### src/rtl/spatial_encoder_sequencer.sv
// Feeds one multi-channel sample into the spatial encoder. Each channel gets one memory
// read and one din handshake, and the next sample is held off until the encoder output has been taken.
module spatial_encoder_sequencer #(
  parameter int NUM_CHANNEL      = 32,
  parameter int FEATURE_WIDTH    = 5,
  parameter int NUM_LEVELS       = 21,
  parameter int SAMPLE_CNT_WIDTH = 16,
  localparam int IM_AW = (NUM_LEVELS > 1) ? $clog2(NUM_LEVELS) : 1,
  localparam int PM_AW = (NUM_CHANNEL > 1) ? $clog2(NUM_CHANNEL) : 1
) (
  input  logic                                 clk,
  input  logic                                 rst,
  input  logic                                 sample_valid,
  output logic                                 sample_ready,
  input  logic [NUM_CHANNEL*FEATURE_WIDTH-1:0] sample_features,
  output logic                                 mem_rd_en,
  output logic [IM_AW-1:0]                     im_addr,
  output logic [PM_AW-1:0]                     projm_addr,
  output logic                                 enc_din_valid,
  input  logic                                 enc_din_ready,
  input  logic                                 enc_hvout_valid,
  input  logic                                 enc_hvout_ready,
  output logic                                 busy,
  output logic [SAMPLE_CNT_WIDTH-1:0]          sample_count,
  output logic [1:0]                           dbg_state
);

  // Handshakes: a transfer happens on a rising edge where valid && ready; valid never
  // drops, and its payload never changes, until that transfer.
  typedef enum logic [1:0] {
    S_IDLE     = 2'd0,
    S_FETCH    = 2'd1,
    S_ISSUE    = 2'd2,
    S_WAIT_OUT = 2'd3
  } state_t;

  localparam logic [FEATURE_WIDTH-1:0] MAX_LVL = FEATURE_WIDTH'(NUM_LEVELS - 1);
  localparam logic [PM_AW-1:0]         LAST_CH = PM_AW'(NUM_CHANNEL - 1);

  state_t                               state_q, state_d;
  logic [PM_AW-1:0]                     ch_q, ch_d;
  logic [NUM_CHANNEL*FEATURE_WIDTH-1:0] feat_q, feat_d;
  logic [IM_AW-1:0]                     im_addr_q, im_addr_d;
  logic [PM_AW-1:0]                     projm_addr_q, projm_addr_d;
  logic [SAMPLE_CNT_WIDTH-1:0]          cnt_q, cnt_d;

  logic [FEATURE_WIDTH-1:0] feat_arr [NUM_CHANNEL];
  logic [PM_AW-1:0]         rd_ch;
  logic [FEATURE_WIDTH-1:0] rd_feat;
  logic [FEATURE_WIDTH-1:0] rd_sat;

  for (genvar i = 0; i < NUM_CHANNEL; i++) begin : g_feat
    assign feat_arr[i] = feat_q[i*FEATURE_WIDTH +: FEATURE_WIDTH];
  end

  assign rd_feat = feat_arr[rd_ch];
  assign rd_sat  = (rd_feat > MAX_LVL) ? MAX_LVL : rd_feat;

  always_comb begin
    state_d       = state_q;
    ch_d          = ch_q;
    feat_d        = feat_q;
    cnt_d         = cnt_q;
    mem_rd_en     = 1'b0;
    enc_din_valid = 1'b0;
    rd_ch         = ch_q;
    case (state_q)
      S_IDLE: begin
        if (sample_valid) begin
          feat_d  = sample_features;
          ch_d    = '0;
          state_d = S_FETCH;
        end
      end
      S_FETCH: begin
        mem_rd_en = 1'b1;
        state_d   = S_ISSUE;
      end
      S_ISSUE: begin
        enc_din_valid = 1'b1;
        if (enc_din_ready) begin
          if (ch_q == LAST_CH) begin
            state_d = S_WAIT_OUT;
          end else begin
            // Prefetch the next channel in the fire cycle so channels stream at one per clock.
            mem_rd_en = 1'b1;
            rd_ch     = ch_q + PM_AW'(1);
            ch_d      = ch_q + PM_AW'(1);
          end
        end
      end
      S_WAIT_OUT: begin
        if (enc_hvout_valid && enc_hvout_ready) begin
          cnt_d   = cnt_q + SAMPLE_CNT_WIDTH'(1);
          state_d = S_IDLE;
        end
      end
      default: state_d = S_IDLE;
    endcase
  end

  // The addresses stay at the last value read so that a stalled memory sees a stable request.
  assign im_addr      = mem_rd_en ? IM_AW'(rd_sat) : im_addr_q;
  assign projm_addr   = mem_rd_en ? rd_ch : projm_addr_q;
  assign im_addr_d    = im_addr;
  assign projm_addr_d = projm_addr;

  always_ff @(posedge clk or negedge rst) begin
    if (!rst) begin
      state_q      <= S_IDLE;
      ch_q         <= '0;
      feat_q       <= '0;
      im_addr_q    <= '0;
      projm_addr_q <= '0;
      cnt_q        <= '0;
    end else begin
      state_q      <= state_d;
      ch_q         <= ch_d;
      feat_q       <= feat_d;
      im_addr_q    <= im_addr_d;
      projm_addr_q <= projm_addr_d;
      cnt_q        <= cnt_d;
    end
  end

  assign sample_ready = (state_q == S_IDLE);
  assign busy         = (state_q != S_IDLE);
  assign sample_count = cnt_q;
  assign dbg_state    = state_q;

endmodule

### config.mk
export PLATFORM = sky130hd
export DESIGN_NAME = spatial_encoder_sequencer
export DESIGN_NICKNAME = d
export VERILOG_FILES = /design/src/rtl/spatial_encoder_sequencer.sv
export SDC_FILE = /design/constraint.sdc
export NUM_CORES = 1
export LEC_CHECK = 0
export CAP_MARGIN = 30
export CORE_MARGIN = 3
export CORE_UTILIZATION = 56
export CTS_CLUSTER_DIAMETER = 120
export DETAILED_ROUTE_END_ITERATION = 10
export GPL_TIMING_DRIVEN = 1
export PLACE_DENSITY = 0.86
export REMOVE_ABC_BUFFERS = 1
export SYNTH_ARGS = -nofsm -noshare
export SYNTH_HDL_FRONTEND = slang
export SYNTH_SLANG_ARGS = --single-unit
### constraint.sdc
create_clock -name clk -period 4.9 [get_ports clk]
set_input_delay 0.98 -clock clk [delete_from_list [all_inputs] [get_ports clk]]
set_output_delay 0.98 -clock clk [all_outputs]
set_load 0.1 [all_outputs]
Word level (Yosys, flattened, before mapping)
Cells that the tools add are included.
{"block": "word_totals", "reg_bits": 193, "latch_bits": 0, "ramBits": 0, "rom_bits": 0, "input_bits": 166, "output_inout_bits": 32, "elab_cells": 47, "n_memories": 0}
{"block": "classes", "add_sub_neg": 2, "multipliers": 0, "n_div": 0, "order_cmp": 2, "eq_ne": 8, "shift": 0, "muxes": 20, "n_bitwise": 1, "n_reduce_logical": 8}
{"op": "$mux 5", "count": 9}
{"op": "$bmux 5 s5", "count": 1}
{"op": "$add 16x1->16 const B", "count": 1}
{"op": "$pmux 5 s2", "count": 1}
{"op": "$mux 2", "count": 4}
{"op": "$ne 2x2->1 const B", "count": 4}
{"op": "$pmux 2 s4", "count": 1}
{"op": "$ge 6x6->1 const B", "count": 1}
{"op": "$not 5->6", "count": 1}
{"op": "$reduce_and 2->1", "count": 3}
{"op": "$add 5x1->5 const B", "count": 1}
{"op": "$eq 5x5->1 const B", "count": 1}
{"op": "$gt 5x5->1 const B", "count": 1}
{"op": "$eq 2x2->1 const B", "count": 2}
{"op": "$reduce_and 4->1", "count": 1}
{"op": "$reduce_bool 2->1", "count": 2}
{"op": "$mux 1", "count": 3}
{"op": "$eq 2x1->1 const B", "count": 1}
{"op": "$logic_not 2->1", "count": 1}
{"op": "$pmux 1 s2", "count": 1}
{"op": "$logic_and 1x1->1", "count": 1}

Longest topological paths before layout
Gate-level depths: netlist (run 1).
{"block": "depth", "ltp_word": 11, "mapped_depth": 14, "ltp_nobuf": 11}

Worst setup path after synthesis (run 1)
OpenSTA, ideal clock, no wires.
{"block": "synth_path", "path_type": "register -> output", "from": "register state_q[1] (netlist: dbg_state[1])", "to": "output port im_addr[0]", "arrival_ps": 5936, "t_required_ps": 3920, "path_slack_ps": -2016, "path_stages_with_launch": 12, "n_path_buf": 1, "cell_sequence": "dfrtp_1 -> ha_1 -> and2_1 -> buf_4 -> nand3_2 -> nand2_4 -> mux4_2 -> mux2i_1 -> a221oi_1 -> a21oi_2 -> a21oi_2 -> o31ai_1"}
{"block": "synth_between", "elab_chain_len": 9, "word_cells_on_any_way": 11, "cone_classes": "order compare: 1; eq/ne: 2; mux: 7; bitwise: 1"}
{"element": "start: declaration", "line_no": "40", "text": "state_t state_q, state_d;"}
{"element": "start signal: assignment", "line_no": "117", "text": "state_q <= state_d;"}
{"element": "$eq 2x2->1", "line_no": "67", "text": "case (state_q)"}
{"element": "$mux 5", "line_no": "67"}
{"element": "$not 5->6 (implied by the code)", "line_no": "56", "text": "assign rd_feat = feat_arr[rd_ch];"}
{"element": "$bmux 5 s5", "line_no": "56"}
{"element": "$mux 5 (implied by the code) (2 in a row)", "line_no": "56"}
{"element": "$gt 5x5->1", "line_no": "57", "text": "assign rd_sat = (rd_feat > MAX_LVL) ? MAX_LVL : rd_feat;"}
{"element": "$mux 5", "line_no": "57"}
{"element": "$mux 5 (*)", "line_no": "103", "text": "assign im_addr = mem_rd_en ? IM_AW'(rd_sat) : im_addr_q;"}
{"element": "end: declaration", "line_no": "17", "text": "output logic [IM_AW-1:0] im_addr,"}
Mark *: on every way between the ends. The rest lies on a longest branch, timed or not. The select of a mux whose other input is x is not followed.

Final worst setup path (run 1)
{"block": "layout_path", "from": "register state_q[0] (netlist: dbg_state[0])", "to": "output port im_addr[1]"}
The elaborated chain is that of the path after synthesis.

==> flow_summary.json, run 1 <==
{
  "drt_pre_antenna_iters": 5,
  "die_h_um": 138,
  "fin_cells": 1181,
  "ir_worst_vdd_v": 0.000492,
  "pre_cts_ws_ns": 0.0338,
  "status": "finished, final reports clean",
  "hp-start": "sample_count[15]",
  "clkPwrFrac_pct": 15.8,
  "synth-seq-cells": 193,
  "synthFlopType": "dfrtp_1",
  "syn_avg_cell_area_um2": 13.1,
  "syn_area_um2": 9700,
  "clock.fmax_mhz": 211,
  "powerDensity_nw_per_um2": 642,
  "hpwl_mm": 17.5,
  "htreeDepth": 4,
  "rows": 47,
  "grt_overflow": 0,
  "final_hold_viol_count": 0,
  "area_growth_pct": 31.4,
  "grt_setup_unrepaired": "false",
  "p_sw_share_pct": 38.5,
  "n_fill_cell": 1084,
  "worstSetupEndpointType": "primary output",
  "gp_congestion": 0.881,
  "finalNetCount": 1122,
  "io_pins": 198,
  "ys_types": 74,
  "yosysTopAreaCell": "dfrtp_1",
  "cts_tree": "built",
  "synthTopCellsByArea": "dfrtp_1, mux2_2, mux4_2",
  "p_leak_nw": 5.34,
  "synthTopCellsByCount": "dfrtp_1, mux2_2, nand2_1, mux2i_1, mux4_2",
  "start_kind": "register",
  "antenna_cells": 0,
  "path_max_fanout": 8,
  "die-area_um2": 18900,
  "drc_errors": 0,
  "tightestPinTransition_ns": 1.00,
  "crit_type": "register to primary output",
  "r2r_start": "dbg_state[0]",
  "fin_worst_skew_ns": 0.00589,
  "worstPathRequired_ns": 3.92,
  "slew_headroom_pct": 33.0,
  "die_w_um": 138,
  "fin_setup_tns_ns": 0,
  "synth_top_area_share_pct": 49.8,
  "min_period_ns": 4.74,
  "clock-sinks": 193,
  "maxCapViolations": 0,
  "async_reset_ff_share_pct": 100,
  "grt_max_degree": 113,
  "dp_cells": 1141,
  "p_int_w": 0.00503,
  "seq_area_um2": 4830,
  "grt_pass1_vias": 7288,
  "power_switching_w": 0.00315,
  "setup_viol": 0,
  "hold_path_end": "sample_count[15]",
  "min_path_cells": 1,
  "grtUsageTotal_pct": 26.4,
  "viasPerCell": 6.06,
  "clockRootBuffer": "clkbuf_16",
  "start_util_pct": 57.9,
  "insertion_delay_ns": 0.43,
  "numCtsBuffers": 17,
  "synth.most_common_cell": "dfrtp_1",
  "port_buffers": 197,
  "cts_hold_buffers": 0,
  "detailroute.via_count": 7156,
  "synth-edff-count": 0,
  "drt_iter0_markers": 552,
  "multi_input_area_um2": 4630,
  "setup_ws_ns": 0.156,
  "r2r-end": "im_addr_q[1]",
  "postRouteAntennaNets": 0,
  "drv_slew": 0,
  "clk_pin_slew_worst_paths_ns": 0.07,
  "syn_inst": 740,
  "sequentialPowerShare_pct": 34.4,
  "antenna_found_initial": 0,
  "r2r_slack_ns": 1.62,
  "drive_gt1_share_pct": 31.1,
  "combPwrFrac_pct": 49.8,
  "grt_pass1_wl_mm": 38.4,
  "coreArea_um2": 16800,
  "r2r.worst_path.cells": 13,
  "clockBufferDepth": 2,
  "routed_wl_mm": 24.6,
  "arrival_ns": 3.76,
  "fin_crit_sh_pct": 96.8,
  "hold_class": "register to register",
  "wire_per_inst_um": 20.8,
  "yosysSeqAreaShare_pct": 49.8,
  "yosys_warnings": 0
}
what timing repair did:
action	4_1_cts	5_1_grt
pin swaps	0	5
buffers inserted	0	8
cloned	0	1
endpoints found under the setup margin	2	3
gates resized for setup	1	8
area by class of cell:
type                       instances  area share [%]
clock inverter                     8           0.432
sequential                       193            37.9
inverter                           6           0.177
multi-input combinational        494            36.3
timing repair buffer             237            19.3
clock buffer                      23            3.75
tap                              220            2.16
cell usage in the layout, fill, tap and decap left out, drive strengths merged, types with 9 or more instances in the layout:
cell           instances
o211ai                11
mux4                  29
a22oi                  9
clkbuf                25
o21ai                 28
nand3                 11
dfrtp                193
buf                   50
a21oi                 24
xnor2                 11
nor2                  19
clkdlybuf4s50        184
mux2i                 24
nand2                 55
mux2                 171
metal layers:
layer	track usage [%]	up-vias	share of wire, %	wire length [µm]
met2	44.9	293	52	12700
met4	9.59	0	3.0	737
met1	34.5	3597	40	9790
li1	-	3212	-	-
met3	4.05	54	5.4	1340
met5	0	-	0	0
logic make-up (layout without fill, tap and decap cells):
family	after synthesis	after routing	share of synthesized area, %
multiplexers	224	224	29.2
flip-flops	193	193	49.8
buffers and inverters	53	274	2.94
adder cells (fa/ha/maj)	7	7	0.903
AND/OR/NAND/NOR	127	127	6.71
AO/OA/AOI/OAI	121	121	9.07
XOR/XNOR	15	15	1.35
power groups by stage:
stage	Clock, W	Combinational, W	Sequential, W
after global routing	0.00136	0.00435	0.00290
after floorplan	0	0.00284	0.00283
after detailed placement	0	0.00398	0.00282
final	0.00129	0.00407	0.00282
after CTS	0.00130	0.00402	0.00281
after global placement	0	0.00389	0.00277
sequential cells by signal, indices dropped and copies added (netlist names):
register and cells:
ch_q 5, dbg_state 2, feat_q 160, im_addr_q 5, projm_addr_q 5, sample_count 16
worst max-delay path, stage by stage, from the launching register on:
cell      delay (ns)
dfrtp_1         0.45
inv_1           0.12
ha_2            0.28
and2_1          0.22
buf_4           0.17
a31oi_4         0.34
nand2_1         0.13
a31o_1          0.24
a2111o_1        0.42
a21oi_2         0.16
o221ai_2        0.16
a21oi_2         0.22
o31ai_1         0.09
buf_4           0.16
buf_12          0.16
how the worst max path moves through the flow:
stage	start	to	slack (ns)	cells past startpoint
after floorplan	dbg_state[1]	im_addr[0]	-2.38	10
after global placement	enc_din_ready	im_addr[0]	0.14	13
after detailed placement	enc_din_ready	im_addr[0]	0.03	12
after CTS	enc_din_ready	im_addr[0]	0.0007	12
after global routing	dbg_state[0]	im_addr[0]	0.03	14
final	dbg_state[0]	im_addr[1]	0.16	14
per-stage QoR:
step           utilization, %  hold slack (ns)  area (µm²)  power [W]
5_1_grt                  76.1            0.506       12700    0.00861
2_1_floorplan               -            0.471        9440    0.00567
4_1_cts                  75.4            0.475       12600    0.00812
3_5_place_dp             72.2            0.461       12100    0.00680
3_3_place_gp             72.2            0.461       12100    0.00666
6_report                 76.1            0.470       12700    0.00818
Note: power is estimated with default switching activity, not from simulation.
==> inputs of run 2 (changes only) <==
--- a/config.mk
+++ b/config.mk
@@ -5,7 +5,6 @@
 export SDC_FILE = /design/constraint.sdc
 export NUM_CORES = 1
 export LEC_CHECK = 0
-export CAP_MARGIN = 30
 export CORE_MARGIN = 3
 export CORE_UTILIZATION = 56
 export CTS_CLUSTER_DIAMETER = 120
==> results of run 2 <==
No change in the layout: final DEF, timing and power equal those of run 1.
